## config.mk

```make
export PLATFORM = sky130hd
export DESIGN_NAME = jacobi_pivot_search
export DESIGN_NICKNAME = d
export VERILOG_FILES = /design/src/rtl/pca_pkg.sv /design/src/rtl/abs_sat.sv /design/src/rtl/jacobi_pivot_search.sv
export SDC_FILE = /design/constraint.sdc
export NUM_CORES = 1
export LEC_CHECK = 0
export CORE_UTILIZATION = 54
export DETAILED_ROUTE_END_ITERATION = 8
export GPL_ROUTABILITY_DRIVEN = 0
export PLACE_DENSITY = 0.91
export SLEW_MARGIN = 20
export SYNTH_ARGS = -nofsm -noshare
export SYNTH_HDL_FRONTEND = slang
export SYNTH_SLANG_ARGS = --single-unit
```

## constraint.sdc

```tcl
create_clock -name clk -period 2.23 [get_ports clk]
set_clock_uncertainty 0.2 [all_clocks]
set_input_delay 0.669 -clock clk [delete_from_list [all_inputs] [get_ports clk]]
set_output_delay 0.669 -clock clk [all_outputs]
set_load 0.01 [all_outputs]
```

## src/rtl/pca_pkg.sv

```systemverilog
// Shared types and index helpers for the Jacobi pivot search.
// Covers default sizes, the FSM/read-tag enums and the pair/address mapping functions.
package pca_pkg;

    localparam int PCA_DATA_SIZE   = 8;
    localparam int PCA_MATRIX_SIZE = 4;

    typedef enum logic [2:0] {
        ST_IDLE,
        ST_SCAN,
        ST_DRAIN,
        ST_DIAG,
        ST_DIAG_DRAIN,
        ST_REPORT
    } pivot_state_e;

    // Kind of read currently travelling through the BRAM latency pipe
    typedef enum logic [1:0] {
        RD_NONE,
        RD_SCAN,
        RD_PP,
        RD_QQ
    } read_kind_e;

    // Upper-triangle pairs are numbered row-major: (0,1),(0,2),...,(n-2,n-1)
    function automatic int pair_row(input int idx, input int n);
        int k;
        int row;
        k   = 0;
        row = 0;
        for (int r = 0; r < n - 1; r++) begin
            for (int c = r + 1; c < n; c++) begin
                if (k == idx) row = r;
                k++;
            end
        end
        return row;
    endfunction

    function automatic int pair_col(input int idx, input int n);
        int k;
        int col;
        k   = 0;
        col = 1;
        for (int r = 0; r < n - 1; r++) begin
            for (int c = r + 1; c < n; c++) begin
                if (k == idx) col = c;
                k++;
            end
        end
        return col;
    endfunction

    function automatic int rc_addr(input int r, input int c, input int n);
        return r * n + c;
    endfunction

endpackage

```

## src/rtl/abs_sat.sv

```systemverilog
// Saturating two's-complement magnitude: the most negative code maps to the
// largest positive code so the result always fits in the input width.
module abs_sat
    import pca_pkg::*;
#(
    parameter int DATA_SIZE = PCA_DATA_SIZE
)(
    input  logic [DATA_SIZE-1:0] i_val,
    output logic [DATA_SIZE-1:0] o_mag
);

    localparam logic [DATA_SIZE-1:0] MOST_NEG = {1'b1, {(DATA_SIZE-1){1'b0}}};
    localparam logic [DATA_SIZE-1:0] MOST_POS = {1'b0, {(DATA_SIZE-1){1'b1}}};

    always_comb begin
        if (i_val == MOST_NEG) begin
            o_mag = MOST_POS;
        end else if (i_val[DATA_SIZE-1]) begin
            o_mag = -i_val;
        end else begin
            o_mag = i_val;
        end
    end

endmodule

```

## src/rtl/jacobi_pivot_search.sv

```systemverilog
// Scans the strict upper triangle of the covariance BRAM for the largest-magnitude
// element, then fetches the matching diagonals and reports the pivot for the CORDIC stage.
module jacobi_pivot_search
    import pca_pkg::*;
#(
    parameter int DATA_SIZE    = PCA_DATA_SIZE,
    parameter int MATRIX_SIZE  = PCA_MATRIX_SIZE,
    parameter int ADDR_W       = 4,
    parameter int READ_LATENCY = 1,
    parameter int THRESHOLD    = 1,
    localparam int IDX_W       = $clog2(MATRIX_SIZE)
)(
    input  logic                 clk,
    input  logic                 rst,
    input  logic                 start,
    input  logic [31:0]          douta_cov,
    output logic                 ena_cov,
    output logic [ADDR_W-1:0]    addra_cov,
    output logic [IDX_W-1:0]     p,
    output logic [IDX_W-1:0]     q,
    output logic [DATA_SIZE-1:0] c_pp,
    output logic [DATA_SIZE-1:0] c_qq,
    output logic [DATA_SIZE-1:0] c_pq,
    output logic                 pivot_valid,
    output logic                 done,
    output logic                 converged,
    output logic                 busy
);

    localparam int NUM_PAIRS = MATRIX_SIZE * (MATRIX_SIZE - 1) / 2;
    localparam int PAIR_W    = $clog2(NUM_PAIRS + 1);
    localparam int WAIT_W    = 2;
    localparam logic [WAIT_W-1:0]  LAT_LAST = WAIT_W'(READ_LATENCY - 1);
    localparam logic [DATA_SIZE:0] THR_EXT  = (DATA_SIZE + 1)'(THRESHOLD);

    pivot_state_e           r_state;
    logic [PAIR_W-1:0]      r_pairCnt;
    logic [WAIT_W-1:0]      r_waitCnt;
    read_kind_e             r_issueKind;
    logic [IDX_W-1:0]       r_issueP;
    logic [IDX_W-1:0]       r_issueQ;
    read_kind_e             r_pipeKind [READ_LATENCY];
    logic [IDX_W-1:0]       r_pipeP    [READ_LATENCY];
    logic [IDX_W-1:0]       r_pipeQ    [READ_LATENCY];
    logic [DATA_SIZE-1:0]   r_bestMag;
    logic [DATA_SIZE-1:0]   r_bestVal;
    logic [IDX_W-1:0]       r_bestP;
    logic [IDX_W-1:0]       r_bestQ;
    logic [DATA_SIZE-1:0]   r_diagPP;
    logic [DATA_SIZE-1:0]   r_diagQQ;

    logic [DATA_SIZE-1:0]   w_data;
    logic [DATA_SIZE-1:0]   w_mag;
    read_kind_e             w_tailKind;
    logic                   w_better;
    logic [DATA_SIZE-1:0]   w_nextMag;
    logic [DATA_SIZE-1:0]   w_nextVal;
    logic [IDX_W-1:0]       w_nextP;
    logic [IDX_W-1:0]       w_nextQ;
    logic [DATA_SIZE-1:0]   w_nextPP;
    logic [DATA_SIZE-1:0]   w_nextQQ;
    logic                   w_conv;
    logic [IDX_W-1:0]       w_scanRow;
    logic [IDX_W-1:0]       w_scanCol;
    logic [ADDR_W-1:0]      w_scanAddr;
    logic [ADDR_W-1:0]      w_ppAddr;
    logic [ADDR_W-1:0]      w_qqAddr;
    logic                   w_unusedHi;

    assign w_data     = douta_cov[DATA_SIZE-1:0];
    assign w_unusedHi = ^douta_cov[31:DATA_SIZE];
    assign w_tailKind = r_pipeKind[READ_LATENCY-1];

    abs_sat #(
        .DATA_SIZE (DATA_SIZE)
    ) u_abs_sat (
        .i_val (w_data),
        .o_mag (w_mag)
    );

    // Strict greater-than keeps the earliest pair on magnitude ties
    assign w_better  = (w_tailKind == RD_SCAN) && (w_mag > r_bestMag);
    assign w_nextMag = w_better ? w_mag : r_bestMag;
    assign w_nextVal = w_better ? w_data : r_bestVal;
    assign w_nextP   = w_better ? r_pipeP[READ_LATENCY-1] : r_bestP;
    assign w_nextQ   = w_better ? r_pipeQ[READ_LATENCY-1] : r_bestQ;
    assign w_nextPP  = (w_tailKind == RD_PP) ? w_data : r_diagPP;
    assign w_nextQQ  = (w_tailKind == RD_QQ) ? w_data : r_diagQQ;
    assign w_conv    = {1'b0, r_bestMag} < THR_EXT;

    assign w_scanRow  = IDX_W'(pair_row(int'(r_pairCnt), MATRIX_SIZE));
    assign w_scanCol  = IDX_W'(pair_col(int'(r_pairCnt), MATRIX_SIZE));
    assign w_scanAddr = ADDR_W'(rc_addr(int'(w_scanRow), int'(w_scanCol), MATRIX_SIZE));
    // The (p,p) read is issued on the same edge that folds in the last scan word
    assign w_ppAddr   = ADDR_W'(rc_addr(int'(w_nextP), int'(w_nextP), MATRIX_SIZE));
    assign w_qqAddr   = ADDR_W'(rc_addr(int'(r_bestQ), int'(r_bestQ), MATRIX_SIZE));

    always_ff @(posedge clk or negedge rst) begin
        if (!rst) begin
            r_state     <= ST_IDLE;
            r_pairCnt   <= '0;
            r_waitCnt   <= '0;
            r_issueKind <= RD_NONE;
            r_issueP    <= '0;
            r_issueQ    <= '0;
            ena_cov     <= 1'b0;
            addra_cov   <= '0;
            p           <= '0;
            q           <= '0;
            c_pp        <= '0;
            c_qq        <= '0;
            c_pq        <= '0;
            pivot_valid <= 1'b0;
            done        <= 1'b0;
            converged   <= 1'b0;
            busy        <= 1'b0;
        end else begin
            case (r_state)
                ST_IDLE: begin
                    if (start) begin
                        r_state     <= ST_SCAN;
                        busy        <= 1'b1;
                        ena_cov     <= 1'b1;
                        addra_cov   <= w_scanAddr;
                        r_issueKind <= RD_SCAN;
                        r_issueP    <= w_scanRow;
                        r_issueQ    <= w_scanCol;
                        r_pairCnt   <= r_pairCnt + 1'b1;
                    end
                end
                ST_SCAN: begin
                    if (r_pairCnt == PAIR_W'(NUM_PAIRS)) begin
                        ena_cov     <= 1'b0;
                        r_issueKind <= RD_NONE;
                        r_pairCnt   <= '0;
                        r_waitCnt   <= '0;
                        r_state     <= ST_DRAIN;
                    end else begin
                        addra_cov   <= w_scanAddr;
                        r_issueP    <= w_scanRow;
                        r_issueQ    <= w_scanCol;
                        r_pairCnt   <= r_pairCnt + 1'b1;
                    end
                end
                ST_DRAIN: begin
                    if (r_waitCnt == LAT_LAST) begin
                        r_waitCnt   <= '0;
                        ena_cov     <= 1'b1;
                        addra_cov   <= w_ppAddr;
                        r_issueKind <= RD_PP;
                        r_state     <= ST_DIAG;
                    end else begin
                        r_waitCnt   <= r_waitCnt + 1'b1;
                    end
                end
                ST_DIAG: begin
                    if (r_waitCnt == '0) begin
                        r_waitCnt   <= r_waitCnt + 1'b1;
                        addra_cov   <= w_qqAddr;
                        r_issueKind <= RD_QQ;
                    end else begin
                        r_waitCnt   <= '0;
                        ena_cov     <= 1'b0;
                        r_issueKind <= RD_NONE;
                        r_state     <= ST_DIAG_DRAIN;
                    end
                end
                ST_DIAG_DRAIN: begin
                    if (r_waitCnt == LAT_LAST) begin
                        r_waitCnt   <= '0;
                        r_state     <= ST_REPORT;
                        done        <= 1'b1;
                        converged   <= w_conv;
                        pivot_valid <= ~w_conv;
                        p           <= r_bestP;
                        q           <= r_bestQ;
                        c_pq        <= r_bestVal;
                        c_pp        <= w_nextPP;
                        c_qq        <= w_nextQQ;
                    end else begin
                        r_waitCnt   <= r_waitCnt + 1'b1;
                    end
                end
                ST_REPORT: begin
                    done        <= 1'b0;
                    pivot_valid <= 1'b0;
                    busy        <= 1'b0;
                    r_state     <= ST_IDLE;
                end
                default: begin
                    r_state     <= ST_IDLE;
                end
            endcase
        end
    end

    // Read tags ride alongside the BRAM latency so every returning word is identified
    always_ff @(posedge clk or negedge rst) begin
        if (!rst) begin
            for (int i = 0; i < READ_LATENCY; i++) begin
                r_pipeKind[i] <= RD_NONE;
                r_pipeP[i]    <= '0;
                r_pipeQ[i]    <= '0;
            end
            r_bestMag <= '0;
            r_bestVal <= '0;
            r_bestP   <= '0;
            r_bestQ   <= IDX_W'(1);
            r_diagPP  <= '0;
            r_diagQQ  <= '0;
        end else begin
            r_pipeKind[0] <= r_issueKind;
            r_pipeP[0]    <= r_issueP;
            r_pipeQ[0]    <= r_issueQ;
            for (int i = 1; i < READ_LATENCY; i++) begin
                r_pipeKind[i] <= r_pipeKind[i-1];
                r_pipeP[i]    <= r_pipeP[i-1];
                r_pipeQ[i]    <= r_pipeQ[i-1];
            end
            if (r_state == ST_IDLE) begin
                r_bestMag <= '0;
                r_bestVal <= '0;
                r_bestP   <= '0;
                r_bestQ   <= IDX_W'(1);
            end else begin
                r_bestMag <= w_nextMag;
                r_bestVal <= w_nextVal;
                r_bestP   <= w_nextP;
                r_bestQ   <= w_nextQ;
            end
            r_diagPP <= w_nextPP;
            r_diagQQ <= w_nextQQ;
        end
    end

endmodule

```

[After elaboration in Yosys (flattened, before gate mapping)]
Index checks and enable logic that the tools add are counted.
Operators by class
  multiplexer cells: 57
  magnitude comparators: 2
  reduce and logical (&&, ||, !) cells: 20
  bitwise operators: 1
  $mul: 0
  eq/ne operators: 22
  $add $sub $neg: 6
  divide/modulo/power cells: 0
  shift-type cells: 0
Operator list (count)
  $mux W8: 8
  $mux W2: 20
  $mux W3: 7
  $mux W4: 4
  $pmux W4 S4: 1
  $pmux W3 S5: 1
  $reduce_and A5 Y1: 3
  $ne A2 B2 Y1 const B: 7
  $add A4 B2 Y4: 3
  $eq A3 B3 Y1 const A: 4
  $reduce_and A2 Y1: 5
  $eq A3 B3 Y1 const B: 3
  $eq A8 B8 Y1 const B: 1
  $gt A8 B8 Y1: 1
  $lt A8 B1 Y1 const B: 1
  $neg A8 Y8: 1
  $pmux W2 S2: 2
  $pmux W2 S4: 1
  $reduce_bool A2 Y1: 4
  $mux W1: 7
  $eq A3 B2 Y1 const B: 2
  $pmux W1 S2: 3
  $pmux W2 S3: 1
  $pmux W3 S2: 1
  other kinds (16): 17
Storage, ports and cells
  memories: 0
  output and inout port bits: 37
  word-level logic and storage cells: 134
  memory bits (writable): 0
  bits in latches: 0
  input port bits: 35
  ROM bits: 0
  flip-flop bits (word level): 93

[Logic depth before layout (Yosys ltp)]
Gate-level depths: netlist of run 1.
  word-level depth: 9
  gate-level depth with buffers: 12
  depth with buffers taken out: 11

[By module]
Synthesis of run 1 repeated with hierarchy kept, for this count alone.
Unflattened totals
  cell total of the unflattened synthesis: 473
  area total of the unflattened synthesis: 4405.5 sq um
Modules (own cells, without submodules)
  jacobi_pivot_search: cells each 438, seq. area each 2328.5 sq um, instances 1, area each 4194.0 sq um
  abs_sat: cells each 35, seq. area each 0.0 sq um, instances 1, area each 211.5 sq um

[Worst setup path before layout of run 1]
No wires, ideal clock.
  kind: input-to-reg
  start: input douta_cov[2]
  end: register r_bestMag[7]
  required time: 1.952 ns
  data arrival time: 2.820 ns
  setup time: 0.078 ns
  stages: 11
  path buffers: 2
  slack: -0.868 ns
  path through: buf_6 > or3_4 > o41ai_2 > a21oi_2 > ha_1 > a21oi_1 > or2_1 > o2111a_1 > clkbuf_1 > o21ai_1 > a21oi_1
Between the ends
  word-level cells in the longest chain between the ends: 6
  elaborated cells on any way between the ends: 9
  those cells by class: add/sub: 1; order compare: 1; eq/ne: 1; mux: 4; reduce/logical: 2
Ends and longest elaborated chain
  start: declaration: line jacobi_pivot_search.sv:16  | input logic [31:0] douta_cov,
  $neg A8 Y8: line abs_sat.sv:19  | o_mag = -i_val;
  $mux W8: line abs_sat.sv:18  | end else if (i_val[DATA_SIZE-1]) begin
  $mux W8 (*): line abs_sat.sv:16  | if (i_val == MOST_NEG) begin
  $gt A8 B8 Y1: line jacobi_pivot_search.sv:82  | assign w_better = (w_tailKind == RD_SCAN) && (w_mag > r_bestMag);
  $logic_and A1 B1 Y1: line jacobi_pivot_search.sv:82
  $reduce_bool A2 Y1 (no source line)
  end signal: assignment: line jacobi_pivot_search.sv:226  | r_bestMag <= w_nextMag;
  end: declaration: line jacobi_pivot_search.sv:45  | logic [DATA_SIZE-1:0] r_bestMag;
Every way passes the cells marked *; elsewhere a longest branch is shown, timed or not. The select of a mux whose other input is x is not followed.
A chain may end at the register's enable or synchronous reset.

[Worst setup path after layout of run 1]
  start: input douta_cov[2]
  end: register r_bestVal[1]
Between the ends
  word-level cells in the longest chain between the ends: 6
  elaborated cells on any way between the ends: 7
  those cells by class: add/sub: 1; order compare: 1; eq/ne: 1; mux: 2; reduce/logical: 2
Ends and longest elaborated chain
  $neg A8 Y8: line abs_sat.sv:19
  $mux W8: line abs_sat.sv:18
  $mux W8 (*): line abs_sat.sv:16
  $gt A8 B8 Y1 (*): line jacobi_pivot_search.sv:82
  $logic_and A1 B1 Y1 (*): line jacobi_pivot_search.sv:82
  $reduce_bool A2 Y1 (no source line) (*)
  end signal: assignment: line jacobi_pivot_search.sv:227  | r_bestVal <= w_nextVal;
  end: declaration: line jacobi_pivot_search.sv:46  | logic [DATA_SIZE-1:0] r_bestVal;
Every way passes the cells marked *; elsewhere a longest branch is shown, timed or not.

==> results.yml, run 1 <==
floorplanning:
  row_count: 32
  initial_core_util_pct: 56.88
  io_pins: 72
  die_w_um: 93.16
  fp.dieH_um: 93.16
  dieArea_um2: 8678
  coreArea_um2: 7888
grt:
  grt_max_degree: 39
  grt_pass1_wl_um: 20110
  overflow: 0
  grt_pass1_vias: 4092
  grt_util_all_layers_pct: 30.32
  antenna_found_initial: 0
hold_path:
  min_delay_path_depth: 0
  hold_path.class: "reg -> reg"
flow_run:
  drv_cap: 0
sta:
  slew_violations: 0
  fin_ws_ns: -0.8367
  fin_crit_sh_pct: 137.5
  timing.fmax_ghz: 0.3261
  rsz0062_at_grt: "yes"
  finalHoldViolations: 0
  timing.slew.headroom_pct: 63.67
  min_period_ns: 3.067
  finalSetupViolCount: 24
  worstMarginPinSlew_ns: 0.5379
  fin_setup_tns_ns: -18.57
detailed_routing:
  final_antenna_net_count: 0
  wl_um: 13960
  wl_met2_um: 7091
  drtIter0Drc: 392
  drtPass1Iterations: 5
  vias_per_cell: 6.455
  routed.top_layer: "met4"
  wl_met1_um: 5073
  wl_met3_um: 1057
  avgRoutedWirePerCell_um: 22.12
  vias: 4073
  drc: 0
worst_setup_path:
  worst_ep_arrival_time_ns: 3.17
  cp_num_buf_inv: 2
  cp-end-kind: "flop"
  critPathTopFamily: "compound AO/OA/AOI/OAI gates"
  cp.depth: 11
  slowest_delay_ns: 0.43
  path_cells: "buf_8 -> or3_4 -> o311a_1 -> a21oi_2 -> ha_4 -> a21oi_2 -> o211ai_1 -> o2111a_2 -> buf_6 -> nand3_2 -> a21oi_2"
  worst_ep_required_time_ns: 2.34
  critPathKind: "in -> reg"
  cp_max_fo: 8
  startpoint_type: "primary input"
  worst-r2r-cell-count: 8
  critPathSlowestCell: "or3_4"
  crit_top_cell: "a21oi_2"
clocking:
  cts_tree: "yes"
  cts_buffers: 9
  cts.clk_slew.worst_paths_ns: 0.11
  cts_max_level: 3
  clock_path_buffers: 2
  cts_root_buffer: "clkbuf_8"
  cts.sinks: 93
  clock_latency_ns: 0.38
final_layout:
  syn_to_final_growth_pct: 33.69
  fin_util_pct: 76.05
  n_antenna_cell: 0
  layout-drive-gt1-share_pct: 32.70
  fin_nets: 576
placed_design:
  post-place-ws_ns: -1.565
  port_buffers: 47
  hpwlAfterDp_um: 7896
synth:
  synth-seq-cells: 93
  yosysUniqueCellTypes: 55
  syn_area_um2: 4487
  ys_warn_count: 0
  synthArstFlopShare_pct: 100.0
  syn_inst: 429
  synth-edff-count: 0
  seq_area_frac_synth_pct: 51.90
  synth_nets: 481
  synth_ff_type: "dfrtp_1"
  syn_avg_cell_area_um2: 10.46
outcome:
  violations: "setup timing"
  outcome: "finished with violations"
power:
  power_mw: 8.330
  p_leak_nw: 2.605
  cellPowerDensity_nw_per_um2: 1389
  ir_worst_vdd_mv: 0.8418
where the power goes:
part           switching (mW)  internal, mW
combinational            2.32          2.01
clock                   0.689         0.431
sequential              0.469          2.42
total                    3.48          4.85
metal layers:
layer | track usage, % | vias to the layer above
met1 | 35.96 | 1981
met5 | 0 | -
li1 | - | 1732
met2 | 52.33 | 279
met4 | 16.28 | 0
met3 | 5.366 | 81
worst reg2reg max path, cell delays in order (launching register included):
cell and delay, ns:
dfrtp_1 0.41, inv_1 0.08, ha_1 0.33, nand2_1 0.10
o211ai_1 0.28, o2111a_2 0.41, buf_6 0.19, nand3_2 0.12
a21oi_2 0.17
cell usage in the layout, fill, tap and decap left out, types with 4 or more instances in the layout:
master,Yosys,routed
o21ai_1,17,16
inv_1,22,20
buf_12,0,6
mux2_2,32,32
dfrtp_1,92,92
nand2_1,30,30
clkdlybuf4s50_1,0,38
nor3_2,1,5
nand3_1,24,18
inv_6,0,4
mux2_1,5,5
clkbuf_8,0,9
o21ai_2,1,4
a21oi_1,38,22
buf_6,1,7
nor2_1,17,15
nor2b_1,7,6
a21oi_2,1,16
o21ai_0,20,18
ha_1,17,14
nor3_1,15,9
nand4_1,7,7
nand2b_1,6,6
buf_4,2,49
registers in the layout (all words and copies together), names as in the netlist, 3 cells and up:
signal	count
addra_cov	4
r_diagPP	8
r_pairCnt	3
c_pp	8
r_bestMag	8
r_state	3
c_qq	8
r_bestVal	8
c_pq	8
r_diagQQ	8
path summary, 6_finish.rpt:
| check | from | to | slack (ns) |
|---|---|---|---|
| max | douta_cov[2] | r_bestVal[1] | -0.84 |
| min | r_issueKind[1] | r_pipeKind[1] | 0.18 |
| max reg2reg | r_bestMag[7] | r_bestVal[1] | -0.11 |
| min reg2reg | r_issueKind[1] | r_pipeKind[1] | 0.18 |
| max in group asynchronous | rst | r_bestQ[0] | 0.71 |
| min in group asynchronous | rst | converged | 0.56 |
per-stage QoR:
stage | cells | area, um^2 | hold slack [ns]
after floorplan | 429 | 4524 | 0.1456
after global placement | 601 | 5409 | 0.1523
after detailed placement | 601 | 5409 | 0.1616
after CTS | 626 | 5892 | 0.1827
after global routing | 631 | 5998 | 0.1881
final | 631 | 5998 | 0.1760
kinds of logic (layout without fill, tap and decap cells):
group                      count (synthesis)  after routing  share of synthesized area (%)
and+or+nand+nor                          126            126                          14.47
AOI/OAI and AO/OA                        106            106                          14.33
DFF                                       93             93                          51.90
buffers and inverters                     47            147                          4.601
muxes                                     40             40                          9.955
adders and majority gates                 17             17                          4.741
synthesized netlist by cell type (3+ instances only):
cell / n / area (um^2)
mux2i_1: 3 / 30.03
clkbuf_1: 9 / 33.78
o21ai_0: 20 / 100.1
nand2b_1: 6 / 37.54
nor4_1: 3 / 18.77
inv_1: 22 / 82.58
nand2_1: 30 / 112.6
nor2b_1: 7 / 43.79
nand3_1: 24 / 120.1
mux2_2: 32 / 360.4
mux2_1: 5 / 56.30
buf_2: 11 / 55.05
o21ai_1: 17 / 85.08
nor2_1: 17 / 63.81
o22ai_1: 3 / 18.77
ha_1: 17 / 212.7
o211ai_1: 3 / 22.52
nand4_1: 7 / 43.79
a21oi_1: 38 / 190.2
nor3_1: 15 / 75.07
nor3b_1: 4 / 30.03
dfrtp_1: 92 / 2302
area by class of cell:
cell class | instances | area [um^2]
well taps | 102 | 127.6
repair buffers | 109 | 1031
flip-flops and latches | 93 | 2328
fillers | 464 | 1889
multi-input cells | 289 | 2237
clock buffers | 9 | 123.9
clock inverters | 7 | 62.56
inverters | 22 | 87.58
what timing repair did:
item / CTS / global route
pin swaps: 36 / 12
endpoints found under the setup margin: 24 / 24
cloned: 1 / 1
buffers inserted: 7 / 4
hold endpoints to repair: 17 / 0
hold buffers: 1 / 0
gates resized for setup: 76 / 21
Note: power is estimated with default switching activity, not from simulation.
==> run 2, diff against run 1 <==
--- a/config.mk
+++ b/config.mk
@@ -5,10 +5,13 @@
 export SDC_FILE = /design/constraint.sdc
 export NUM_CORES = 1
 export LEC_CHECK = 0
-export CORE_UTILIZATION = 54
+export CAP_MARGIN = 20
+export CORE_UTILIZATION = 56
+export CTS_BUF_LIST = sky130_fd_sc_hd__clkbuf_2 sky130_fd_sc_hd__clkbuf_4 sky130_fd_sc_hd__clkbuf_8
 export DETAILED_ROUTE_END_ITERATION = 8
 export GPL_ROUTABILITY_DRIVEN = 0
-export PLACE_DENSITY = 0.91
+export MAX_ROUTING_LAYER = met4
+export PLACE_DENSITY = 0.94
 export SLEW_MARGIN = 20
 export SYNTH_ARGS = -nofsm -noshare
 export SYNTH_HDL_FRONTEND = slang
==> results.yml, run 2 (same netlist as run 1, synthesis figures left out) <==
power:
  cellPowerDensity_nw_per_um2: 1422
  power_mw: 9.039
  ir_worst_vdd_mv: 0.8534
  p_leak_nw: 2.752
detailed_routing:
  drtPass1Iterations: 6
  final_antenna_net_count: 0
  drc: 0
  vias: 4405
  wl_um: 16890
  drtIter0Drc: 544
  avgRoutedWirePerCell_um: 26.15
  vias_per_cell: 6.819
sta:
  timing.slew.headroom_pct: 57.65
  timing.fmax_ghz: 0.3050
  fin_crit_sh_pct: 147.0
  rsz0062_at_grt: "yes"
  fin_setup_tns_ns: -22.24
  worstMarginPinSlew_ns: 0.6352
  fin_ws_ns: -1.048
  slew_violations: 0
  min_period_ns: 3.278
  whs_ns: 0.04106
  finalSetupViolCount: 24
  finalHoldViolations: 0
grt:
  grt_pass1_wl_um: 24060
  grt.met3_usage_pct: 7.705
  grt_util_all_layers_pct: 39.93
  grt_pass1_vias: 4430
  grt_max_degree: 58
  groute.layer.met2.usage_pct: 64.16
  antenna_found_initial: 0
  overflow: 0
  grt_use_met1_pct: 46.15
  busiest_layer: "met2"
flow_run:
  drv_cap: 0
final_layout:
  fin_util_pct: 82.24
  fillers: 351
  final_cell_mix: "92 x dfrtp_1, 56 x buf_4, 33 x clkdlybuf4s50_1"
  layout_commonest_cell: "dfrtp_1"
  fin_nets: 591
  syn_to_final_growth_pct: 41.63
  stdcell_count: 646
  multi_input_area_um2: 2441
  seq_area_um2: 2328
  final_cell_area_um2: 6355
  layout-drive-gt1-share_pct: 40.44
  n_antenna_cell: 0
placed_design:
  hpwlAfterDp_um: 8324
  port_buffers: 47
  dp_cells: 604
  post-place-ws_ns: -1.728
  place_area_um2: 5419
worst_setup_path:
  critPathKind: "in -> reg"
  worst-r2r-cell-count: 9
  startpoint_type: "primary input"
  slowest_delay_ns: 0.37
  cp_max_fo: 8
  cp_num_buf_inv: 5
  worst_ep_arrival_time_ns: 3.39
  worst_ep_required_time_ns: 2.35
  rr_endpoint: "r_bestVal[2]"
  r2r_start: "r_bestMag[7]"
  critPathSlowestCell: "o2111a_2"
  critPathTopFamily: "compound AO/OA/AOI/OAI gates"
  path_cells: "buf_6 -> inv_4 -> ha_4 -> buf_4 -> nor2b_4 -> a21oi_2 -> nor2_4 -> ha_1 -> nand2_1 -> o211ai_1 -> buf_4 -> o2111a_2 -> buf_6 -> nand3_1 -> a21oi_2"
  cp-end-kind: "flop"
  ff2ff_setup_slack_ns: -0.51
clocking:
  cts_buffers: 9
  clock_latency_ns: 0.39
  cts.clk_slew.worst_paths_ns: 0.12
  cts_root_buffer: "clkbuf_8"
  cts.sinks: 93
  cts_max_level: 3
  cts_tree: "yes"
  clock_path_buffers: 2
outcome:
  violations: "setup timing"
  outcome: "finished with violations"
hold_path:
  hold_path.class: "in -> async"
floorplanning:
  coreArea_um2: 7727
  row_count: 32
  initial_core_util_pct: 58.06
  io_pins: 72
  die_w_um: 91.51
  dieArea_um2: 8374
  fp.dieH_um: 91.51
## run 2: cell count changes in the layout (fill, tap and decap cells not counted), sizes merged
| cell | change |
|---|---|
| clkdlybuf4s50 | -5 |
| clkinv | +1 |
| dlymetal6s2s | +5 |
| clkdlybuf4s15 | +1 |
| clkbuf | -3 |
| clkinvlp | +1 |
| dlygate4sd2 | +1 |
| buf | +17 |
| inv | -2 |
| dlygate4sd3 | -1 |
## run 2: cell type report
cell class,instances,area share [%]
multi-input cells,289,38.41
flip-flops and latches,93,36.64
repair buffers,124,18.70
well taps,102,2.008
clock buffers,9,1.949
inverters,22,1.378
clock inverters,7,0.9057
## run 2: metal layers
layer  vias to the layer above  wire (um)
met5                         -          0
li1                       1758          -
met4                         0       1531
met1                      2096       5565
met2                       389       7989
met3                       162       1807
## run 2: report_power, final
part           total (mW)  internal (mW)  leakage [nW]  switching (mW)
sequential           3.01           2.42          1.16           0.594
clock                1.12          0.422        0.0881           0.701
combinational        4.91           2.19          1.51            2.71
total                9.04           5.03          2.75            4.01
## run 2: what timing repair did
action,CTS,global route
setup endpoints to repair,24,29
gates resized for setup,103,55
gates cloned,5,0
setup buffers,22,4
hold buffers,0,0
pin swaps,35,26
## run 2: worst max-delay path by stage
| stage | slack (ns) | cells after the start | end | start |
|---|---|---|---|---|
| 5_1_grt | -1.14 | 15 | r_bestMag[3] | douta_cov[1] |
| 4_1_cts | -0.69 | 13 | addra_cov[1] | douta_cov[2] |
| 3_5_place_dp | -1.73 | 13 | addra_cov[2] | douta_cov[0] |
| 6_report | -1.05 | 15 | r_bestVal[2] | douta_cov[1] |
| 2_1_floorplan | -0.79 | 11 | r_bestMag[3] | douta_cov[2] |
| 3_3_place_gp | -1.37 | 11 | addra_cov[2] | douta_cov[1] |
## run 2: worst register-to-register path, delay by kind of cell (launching register included)
| kind | cells | cell delay (ns) |
|---|---|---|
| AO/OA/AOI/OAI | 3 | 0.79 |
| adder cells (fa/ha/maj) | 1 | 0.36 |
| buffers and inverters | 3 | 0.46 |
| flip-flops | 1 | 0.50 |
| AND/OR/NAND/NOR | 2 | 0.39 |
